===== src/rtl/fetch_sequencer.sv =====
// Fetch sequencer: owns the PC, strobes the instruction memory and hands each word to decode.
// Optional build macro FETCH_HALT_ON_NOP_EN: halt after delivering a NOP_WORD instruction.
module fetch_sequencer #(
    parameter int unsigned       ADDR_W   = 5,
    parameter int unsigned       DATA_W   = 32,
    parameter int unsigned       PROG_LEN = 32,
    parameter logic [DATA_W-1:0] NOP_WORD = 32'h00000013
) (
    input  logic              clk,
    input  logic              rst,
    input  logic              step_btn,
    input  logic              run_mode,
    output logic              mem_en,
    output logic [ADDR_W-1:0] pc_out,
    input  logic [DATA_W-1:0] instr_in,
    output logic [DATA_W-1:0] instr_out,
    output logic              instr_valid,
    input  logic              instr_ready,
    input  logic              jump_en,
    input  logic [ADDR_W-1:0] jump_addr,
    output logic              halted
);

    typedef enum logic [1:0] {
        S_IDLE,
        S_FETCH,
        S_HOLD,
        S_HALT
    } state_e;

    localparam logic [ADDR_W-1:0] LAST_PC = ADDR_W'(PROG_LEN - 1);

`ifdef FETCH_HALT_ON_NOP_EN
    localparam bit HALT_ON_NOP = 1'b1;
`else
    localparam bit HALT_ON_NOP = 1'b0;
`endif

    state_e              state_q, state_d;
    logic [ADDR_W-1:0]   pc_q, pc_d;
    logic [DATA_W-1:0]   instr_q, instr_d;
    logic                valid_q, valid_d;
    logic                halted_q, halted_d;
    logic                btn_prev_q;

    logic step_pulse;
    logic handshake;
    logic end_of_prog;

    assign step_pulse = step_btn & ~btn_prev_q;
    assign handshake  = valid_q & instr_ready;
    // A delivered word ends the program at the last PC, or on a NOP when that build option is on.
    assign end_of_prog = (pc_q == LAST_PC) || (HALT_ON_NOP && (instr_q == NOP_WORD));

    // NOTE: every variable gets its default before the case so no path can infer a latch.
    always_comb begin
        state_d  = state_q;
        pc_d     = pc_q;
        instr_d  = instr_q;
        valid_d  = valid_q;
        halted_d = halted_q;

        unique case (state_q)
            S_IDLE: begin
                if (run_mode || step_pulse) begin
                    state_d = S_FETCH;
                end
            end

            S_FETCH: begin
                instr_d = instr_in;
                valid_d = 1'b1;
                state_d = S_HOLD;
            end

            S_HOLD: begin
                if (handshake) begin
                    valid_d = 1'b0;
                    if (jump_en) begin
                        pc_d    = jump_addr;
                        state_d = run_mode ? S_FETCH : S_IDLE;
                    end else if (end_of_prog) begin
                        halted_d = 1'b1;
                        state_d  = S_HALT;
                    end else begin
                        pc_d    = pc_q + 1'b1;
                        state_d = run_mode ? S_FETCH : S_IDLE;
                    end
                end
            end

            S_HALT: begin
                valid_d  = 1'b0;
                halted_d = 1'b1;
            end

            default: begin
                state_d = S_IDLE;
            end
        endcase
    end

    // NOTE: state registers use non-blocking assignment so all of them update together at the edge.
    always_ff @(posedge clk) begin
        if (rst) begin
            state_q    <= S_IDLE;
            pc_q       <= '0;
            instr_q    <= '0;
            valid_q    <= 1'b0;
            halted_q   <= 1'b0;
            // Treat the button as already pressed so one held through reset is not a step request.
            btn_prev_q <= 1'b1;
        end else begin
            state_q    <= state_d;
            pc_q       <= pc_d;
            instr_q    <= instr_d;
            valid_q    <= valid_d;
            halted_q   <= halted_d;
            btn_prev_q <= step_btn;
        end
    end

    assign mem_en      = (state_q == S_FETCH);
    assign pc_out      = pc_q;
    assign instr_out   = instr_q;
    assign instr_valid = valid_q;
    assign halted      = halted_q;

endmodule


===== config.mk =====
export PLATFORM = sky130hd
export DESIGN_NAME = fetch_sequencer
export DESIGN_NICKNAME = d
export VERILOG_FILES = /design/src/rtl/fetch_sequencer.sv
export SDC_FILE = /design/constraint.sdc
export NUM_CORES = 1
export LEC_CHECK = 0
export ABC_AREA = 1
export CORE_ASPECT_RATIO = 1.2
export CORE_UTILIZATION = 43
export DETAILED_ROUTE_END_ITERATION = 8
export PLACE_DENSITY = 0.84
export SKIP_LAST_GASP = 1
export SYNTH_ARGS = -nofsm -noshare
export SYNTH_HDL_FRONTEND = slang
export SYNTH_SLANG_ARGS = --single-unit

===== constraint.sdc =====
create_clock -name clk -period 2.8 [get_ports clk]
set_input_delay 0.42 -clock clk [delete_from_list [all_inputs] [get_ports clk]]
set_output_delay 0.42 -clock clk [all_outputs]
set_load 0.05 [all_outputs]

==> results of run 1 <==
[power by group through the flow]
stage                     Clock [mW]  Combinational [mW]  Sequential, mW
after global routing           0.430                1.83           0.948
final                          0.396                1.70           0.924
after CTS                      0.404                1.71           0.922
after detailed placement           0                1.71           0.928
after floorplan                    0               0.476            1.60
after global placement             0                1.68           0.928
[registers in the layout (all words and copies together) (netlist names)]
| signal | cells |
|---|---|
| pc_out | 5 |
| halted | 1 |
| instr_out | 32 |
| instr_valid | 1 |
| btn_prev_q | 1 |
| state_q | 2 |
[metal layers]
metal	share of wire, %	wire length [microns]	vias up
li1	-	-	891
met1	43	1850	782
met2	48	2080	66
met3	6.9	295	11
met4	1.9	80	0
met5	0	0	-
[cell usage in the layout (no fill, tap or decap)]
master / count
clkdlybuf4s50_1: 81
nor2_1: 73
dfxtp_1: 42
o21ai_0: 35
nand2_1: 32
inv_1: 11
a21oi_1: 6
ha_1: 6
clkbuf_8: 6
nand3_1: 5
inv_2: 2
or2_2: 2
clkinv_2: 2
a21oi_2: 2
buf_4: 2
nand2_4: 1
nand3b_1: 1
nand3_4: 1
nand4_1: 1
o21ai_1: 1
clkbuf_1: 1
[layout make-up]
cell class	instances	area, sq um	share of cell area (%)
Timing Repair Buffer	83	826	31.1
Clock buffer	7	86.3	3.25
Sequential cell	42	841	31.7
Inverter	14	53.8	2.03
Clock inverter	1	5.00	0.189
Tap cell	52	65.1	2.45
Multi-Input combinational cell	166	777	29.3
[cells by family (layout without fill, tap and decap cells)]
family | Yosys count | in the layout
simple gates | 116 | 116
flops | 42 | 42
compound gates | 44 | 44
buf+inv | 24 | 105
fa+ha+maj | 6 | 6
[stage by stage]
step	setup WS (ns)	hold WS [ns]	power [mW]
final	0.805	0.457	3.02
after global routing	0.613	0.474	3.21
after CTS	0.776	0.456	3.04
after detailed placement	0.691	0.445	2.64
after global placement	0.781	0.445	2.61
after floorplan	0.989	0.497	2.08
[worst paths after layout]
path / start / cells after the start / end
min: halted / 2 / halted
min reg2reg: halted / 2 / halted
max: pc_out[0] / 1 / pc_out[0]
max reg2reg: state_q[1] / 7 / state_q[0]
==> flow_metrics.py, run 1 <==
metrics = {
    "outcome": {
        "status": "finished, final reports clean",
    },
    "placement": {
        "dp_cells": 357,
        "dpl_cell_area_sq_mm": 0.00256,
        "place_congestion": 0.785,
        "port_buffers": 82,
        "dpl.hpwl_mm": 3.07,
    },
    "setup_path": {
        "end_kind": "primary output",
        "cpMaxStageDelayCell": "clkdlybuf4s50_1",
        "crit_chain": "clkdlybuf4s50_1",
        "cp_num_buf_inv": 1,
        "criticalPathCategory": "reg2out",
        "r2r_setup_slack_ns": 0.87,
        "critical-path-top-delay-family": "buffers and inverters",
        "crit_arrival_ns": 1.58,
        "required_ns": 2.38,
        "slowest_delay_ns": 0.85,
        "cp-start-kind": "flop",
        "worstPathMaxFanout": 6,
    },
    "final_layout": {
        "layout.nets": 361,
        "fillers": 327,
        "synthToLayoutAreaGrowth_pct": 54.7,
        "fin_util_pct": 71.3,
        "drive_gt1_share_pct": 5.75,
        "fin_cells": 365,
        "fin_area_sq_mm": 0.00265,
        "antenna_cells": 0,
    },
    "logic_synthesis": {
        "synth_edf_count": 0,
        "yosysSeqAreaShare_pct": 49.0,
        "synth_nets": 281,
        "synth_area_per_cell_sq_um": 7.39,
        "yosys.area_share.simple_pct": 27.6,
        "synthArstFlopShare_pct": 0,
        "ys_types": 20,
        "syn_inst": 232,
        "synth-adder-area-share_pct": 4.38,
        "synth_area_sq_mm": 0.00172,
        "synth_top_cell_by_area": "dfxtp_1",
        "synthTopCellsByCount": "nor2_1, dfxtp_1, o21ai_0",
        "synth_top_family_by_area": "simple AND/OR/NAND/NOR gates",
        "ys_ff_latch": 42,
        "muxShareOfSynthArea_pct": 0,
        "synth_area_leaders": "dfxtp_1, nor2_1, o21ai_0, nand2_1, ha_1",
        "yosysMostFrequentCell": "nor2_1",
        "ys_warn_count": 0,
        "synth_flop_cell": "dfxtp_1",
        "synth-xor-area-share_pct": 0,
        "netlist.area_leader.share_pct": 49.0,
        "synth_compound_area_share_pct": 13.3,
    },
    "floorplan": {
        "die_h_microns": 71.2,
        "die_width_microns": 59.7,
        "row_count": 24,
        "coreArea_sq_mm": 0.00372,
        "ios": 83,
        "die-area_sq_mm": 0.00425,
        "initial_utilization_pct": 46.1,
    },
    "power": {
        "vdd_drop_max_mv": 0.564,
        "p_int_mw": 1.56,
        "p_per_area_mw_per_mm2": 1140,
        "seq_power_share_pct": 30.6,
        "p_comb_share_pct": 56.3,
        "total_leakage_power_nw": 1.13,
        "p_switching_mw": 1.47,
        "p_sw_share_pct": 48.5,
        "clock_power_share_pct": 13.1,
    },
    "route": {
        "dr.pass1.iters": 4,
        "drcViolationCount": 0,
        "ant_nets": 0,
        "routedWlPerCell_microns": 11.8,
        "dr_total_vias": 1750,
        "first_iter_violations": 110,
        "wirelength_mm": 4.30,
        "vias_per_cell": 4.79,
    },
    "clock_tree": {
        "cts_buffers": 5,
        "clock_latency_ns": 0.29,
        "cts_tree": "yes",
        "clock_sinks": 42,
        "clk_pin_slew_worst_paths_ns": 0.07,
        "post_cts_resized": 0,
        "cts_setup_buffers": 0,
        "clockRootBuffer": "clkbuf_8",
        "hold_buffers": 0,
        "cts_buffer_depth": 2,
        "h-tree-depth": 2,
    },
    "timing": {
        "max-slew-margin-rel_pct": 44.2,
        "hold_viol_final": 0,
        "fin_skew_ns": 0.00399,
        "finalMaxSlewViolations": 0,
        "fin_tns_setup_ns": 0,
        "fin_crit_ns": 2.00,
        "max_freq_ghz": 0.501,
        "fin_crit_sh_pct": 71.3,
        "finalSetupViolations": 0,
        "worstMarginPinSlew_ns": 0.836,
        "rsz0062_at_grt": "no",
    },
    "global_routing": {
        "grt_overflow": 0,
        "antenna_found_initial": 0,
        "grt_pass1_vias": 1700,
        "grt_use_met3_pct": 5.30,
        "grt_pass1_wl_mm": 7.10,
        "grt_max_degree": 36,
        "grt_most_used_layer": "met2",
        "met2_usage_pct": 36.4,
        "grt_util_all_layers_pct": 21.9,
        "grtUsageMet1_pct": 25.5,
    },
    "flow_run": {
        "drv_cap": 0,
    },
    "min_path": {
        "hold_path_class": "reg2reg",
    },
}
Note: power is estimated with default switching activity, not from simulation.
==> inputs of run 2 (changes only) <==
- CORE_UTILIZATION: 43 -> 40
- PLACE_DENSITY: 0.84 -> 0.79
- clock period: 2.8 -> 2.05 ns (I/O delays scaled with it)
==> run 2 against run 1 <==
Effect of this change:
- sequential share of layout area fell by 0.53 points
- utilization fell by 4.4 points
- clock-buffer cell count did not move
- cell area rose by 1.7%
- routed wire length fell by 4.4%
- register-to-register slack got worse by 0.40 ns
- largest cell class is now non-clock buffers
- worst hold slack got worse by 0.0057 ns
- die area rose by 7.3%
- first-iteration DRC count fell by 9.1%
- power rose by 37%
- final cell count rose by 1.6%
- non-clock buffer count rose by 4
==> flow_metrics.py, run 2 (synthesis results as in run 1) <==
metrics = {
    "route": {
        "ant_nets": 0,
        "routedWlPerCell_microns": 11.1,
        "first_iter_violations": 100,
        "wirelength_mm": 4.11,
        "dr_total_vias": 1729,
        "dr.pass1.iters": 4,
        "vias_per_cell": 4.66,
        "drcViolationCount": 0,
    },
    "timing": {
        "rsz0062_at_grt": "no",
        "fin_tns_setup_ns": 0,
        "setup_ws_ns": 0.195,
        "fin_crit_sh_pct": 90.5,
        "fin_skew_ns": 0.00851,
        "finalMaxSlewViolations": 0,
        "hold_viol_final": 0,
        "max_freq_ghz": 0.539,
        "max-slew-margin-rel_pct": 64.3,
        "worstMarginPinSlew_ns": 0.534,
        "finalSetupViolations": 0,
        "fin_crit_ns": 1.86,
    },
    "final_layout": {
        "final_common_cell": "clkdlybuf4s50_1",
        "largest_reg_flops": 32,
        "antenna_cells": 0,
        "final_cell_mix": "clkdlybuf4s50_1, nor2_1, dfxtp_1, o21ai_0, nand2_1",
        "drive_gt1_share_pct": 6.94,
        "synthToLayoutAreaGrowth_pct": 57.3,
        "fin_area_sq_mm": 0.00270,
        "layout.nets": 365,
        "fillers": 328,
    },
    "setup_path": {
        "reg2reg_to": "instr_out[12]",
        "cpMaxStageDelayCell": "clkdlybuf4s50_1",
        "critical-path-top-delay-family": "buffers and inverters",
        "cp_num_buf_inv": 1,
        "regToRegStartpoint": "state_q[1]",
        "worstPathMaxFanout": 6,
        "crit_chain": "clkdlybuf4s50_1",
        "criticalPathCategory": "reg2out",
        "end_kind": "primary output",
        "cp-start-kind": "flop",
        "crit_arrival_ns": 1.55,
        "slowest_delay_ns": 0.84,
        "r2r_setup_slack_ns": 0.47,
        "r2r.worst_path.cells": 6,
        "required_ns": 1.74,
    },
    "clock_tree": {
        "clock_sinks": 42,
        "clk_pin_slew_worst_paths_ns": 0.07,
        "cts_buffers": 5,
        "clock_latency_ns": 0.29,
        "h-tree-depth": 2,
        "cts_tree": "yes",
        "post_cts_resized": 0,
        "cts_buffer_depth": 2,
        "cts_setup_buffers": 0,
        "hold_buffers": 0,
        "clockRootBuffer": "clkbuf_8",
    },
    "power": {
        "p_per_area_mw_per_mm2": 1540,
        "vdd_drop_max_mv": 0.789,
        "total_leakage_power_nw": 1.15,
        "finalPower_mw": 4.15,
    },
    "placement": {
        "port_buffers": 82,
        "dpl.hpwl_mm": 2.96,
        "post-place-ws_ns": 0.496,
        "dpl_cell_area_sq_mm": 0.00261,
        "place_congestion": 0.814,
    },
    "global_routing": {
        "antenna_found_initial": 0,
        "grt_max_degree": 29,
        "grt_util_all_layers_pct": 19.7,
        "grt_overflow": 0,
        "grt_pass1_wl_mm": 6.63,
        "grt_pass1_vias": 1539,
    },
    "min_path": {
        "hold_path_class": "reg2reg",
        "min_to": "halted",
        "min_path_cells": 2,
        "min_from": "halted",
    },
    "floorplan": {
        "row_count": 25,
        "initial_utilization_pct": 42.5,
        "ios": 83,
        "coreArea_sq_mm": 0.00404,
        "die_width_microns": 61.8,
        "die_h_microns": 73.7,
        "die-area_sq_mm": 0.00456,
    },
    "outcome": {
        "status": "finished, final reports clean",
    },
    "flow_run": {
        "drv_cap": 0,
    },
}
run 2: per-stage QoR:
step / hold WS (ns) / cells / utilization (%)
after floorplan: 0.414 / 232 / -
after global placement: 0.438 / 363 / 64.6
after detailed placement: 0.444 / 363 / 64.6
after CTS: 0.456 / 371 / 66.9
after global routing: 0.477 / 371 / 66.9
final: 0.451 / 371 / 66.9
run 2: layout make-up:
| class | count | area (sq um) | share of cell area (%) |
|---|---|---|---|
| sequential | 42 | 841 | 31.2 |
| clock inverter | 1 | 5.00 | 0.185 |
| inverter | 14 | 53.8 | 1.99 |
| multi-input combinational | 166 | 777 | 28.8 |
| clock buffer | 7 | 86.3 | 3.20 |
| timing repair buffer | 87 | 868 | 32.2 |
| tap | 54 | 67.6 | 2.50 |
run 2: per-layer routing:
metal  routed length [microns]  track usage (%)  vias up
li1                          -                -      898
met1                      1880             23.3      762
met2                      1840             30.8       61
met3                       320             6.34        8
met4                        68             11.1        0
met5                         0                0        -
run 2: power by group:
group,internal (mW),switching [mW]
Combinational,0.785,1.57
Clock,0.271,0.262
Sequential,1.11,0.150
run 2: worst max-delay path by stage:
stage	from	end	slack, ns	cells past startpoint
5_1_grt	pc_out[0]	pc_out[0]	0.16	1
3_5_place_dp	jump_en	pc_out[2]	0.50	8
3_3_place_gp	pc_out[0]	pc_out[0]	0.52	1
6_report	pc_out[0]	pc_out[0]	0.19	1
2_1_floorplan	pc_out[0]	pc_out[2]	0.24	9
4_1_cts	pc_out[0]	pc_out[0]	0.19	1
==> inputs of run 3 (changes only) <==
- ABC_CLOCK_PERIOD_IN_PS: default -> 2050
- CORE_UTILIZATION: 40 -> 35
- PLACE_DENSITY: 0.79 -> 0.71
==> run 3 against run 2 <==
Effect of this change:
- critical path depth stayed put
- register-to-register slack about the same
- non-clock buffer count stayed put
- critical path type unchanged
- setup slack worse by 0.0083 ns
- sequential power hardly changed
- maximum frequency down 0.45%
- utilization fell by 8.5 points
- final cell count grew 1.1%
- global-route usage decreased by 2.6 points
==> flow_metrics.py, run 3 (synthesis results as in run 1) <==
metrics = {
    "route": {
        "drcViolationCount": 0,
        "dr.pass1.iters": 4,
        "dr_total_vias": 1698,
        "vias_per_cell": 4.53,
        "ant_nets": 0,
        "wirelength_mm": 4.26,
        "routedWlPerCell_microns": 11.3,
        "first_iter_violations": 91,
    },
    "placement": {
        "post-place-ws_ns": 0.312,
        "dpl.hpwl_mm": 3.08,
        "place_congestion": 0.782,
        "dpl_cell_area_sq_mm": 0.00261,
        "dp_cells": 367,
        "port_buffers": 82,
    },
    "clock_tree": {
        "h-tree-depth": 2,
        "cts_buffer_depth": 2,
        "cts_buffers": 5,
        "clock_sinks": 42,
        "clockRootBuffer": "clkbuf_8",
        "clk_pin_slew_worst_paths_ns": 0.08,
        "clock_latency_ns": 0.29,
        "cts_setup_buffers": 0,
        "cts_tree": "yes",
    },
    "power": {
        "finalPower_mw": 4.26,
        "p_per_area_mw_per_mm2": 1570,
        "vdd_drop_max_mv": 0.809,
        "total_leakage_power_nw": 1.16,
    },
    "min_path": {
        "hold_path_class": "reg2reg",
    },
    "timing": {
        "fin_tns_setup_ns": 0,
        "max_freq_ghz": 0.537,
        "worstMarginPinSlew_ns": 0.523,
        "hold-worst-slack_ns": 0.459,
        "finalMaxSlewViolations": 0,
        "fin_crit_ns": 1.86,
        "rsz0062_at_grt": "no",
        "fin_skew_ns": 0.00252,
        "hold_viol_final": 0,
        "finalSetupViolations": 0,
        "setup_ws_ns": 0.187,
        "max-slew-margin-rel_pct": 65.0,
        "fin_crit_sh_pct": 90.9,
    },
    "setup_path": {
        "criticalPathCategory": "reg2out",
        "end_kind": "primary output",
        "worstPathMaxFanout": 6,
        "crit_chain": "clkdlybuf4s50_1",
        "critical-path-top-delay-family": "buffers and inverters",
        "cpMaxStageDelayCell": "clkdlybuf4s50_1",
        "slowest_delay_ns": 0.84,
        "cp-start-kind": "flop",
        "cp_num_buf_inv": 1,
        "required_ns": 1.74,
        "crit_arrival_ns": 1.56,
    },
    "final_layout": {
        "fillers": 463,
        "fin_util_pct": 58.4,
        "fin_cells": 375,
        "largest_reg_flops": 32,
        "final_common_cell": "clkdlybuf4s50_1",
        "synthToLayoutAreaGrowth_pct": 58.6,
        "final_cell_mix": "clkdlybuf4s50_1, nor2_1, dfxtp_1, o21ai_0, nand2_1",
        "fin_area_sq_mm": 0.00272,
        "drive_gt1_share_pct": 6.94,
        "layout.nets": 365,
        "antenna_cells": 0,
    },
    "floorplan": {
        "coreArea_sq_mm": 0.00466,
        "die_width_microns": 65.9,
        "die-area_sq_mm": 0.00519,
        "initial_utilization_pct": 36.8,
        "row_count": 27,
        "die_h_microns": 78.7,
        "ios": 83,
    },
    "flow_run": {
        "drv_cap": 0,
    },
    "global_routing": {
        "grt_pass1_wl_mm": 6.92,
        "grt_overflow": 0,
        "grt_util_all_layers_pct": 17.1,
        "antenna_found_initial": 0,
        "grt_max_degree": 22,
        "grt_pass1_vias": 1558,
    },
    "outcome": {
        "status": "finished, final reports clean",
    },
}
## run 3: changes by cell type in the layout (fill, tap and decap cells not counted), sizes merged
| cell | delta |
|---|---|
| bufinv | +1 |
| clkinv | -1 |
## run 3: repair_timing
item                                    in CTS  in global routing
hold endpoints to repair                     0                  0
endpoints found under the setup margin       0                  1
hold buffers                                 0                  0
resized for setup                            0                  1
## run 3: per-layer routing
metal  GRT usage (%)  up-vias  routed length (microns)
li1                -      900                        -
met1            21.8      742                     2010
met2            28.1       52                     1940
met3            4.60        4                      263
met4            4.57        0                       36
met5               0        -                        0
## run 3: area by class of cell
class	count	area (sq um)	area share [%]
repair buffers	87	868	31.9
flip-flops and latches	42	841	30.9
multi-input cells	166	779	28.6
clock buffers	7	76.3	2.80
well taps	58	72.6	2.67
inverters	14	53.8	1.98
clock inverters	1	30.0	1.10
## run 3: final timing paths
path | cells after the start | from | end | slack, ns
setup reg to reg | 10 | pc_out[0] | pc_out[2] | 0.46
hold / removal | 2 | halted | halted | 0.46
setup / recovery | 1 | pc_out[2] | pc_out[2] | 0.19
hold reg to reg | 2 | halted | halted | 0.46
## run 3: where the power goes
part / switching (mW) / internal (mW) / leakage (nW)
Sequential: 0.154 / 1.11 / 0.346
Clock: 0.268 / 0.364 / 0.0524
Combinational: 1.58 / 0.792 / 0.757
Total: 2.00 / 2.26 / 1.16
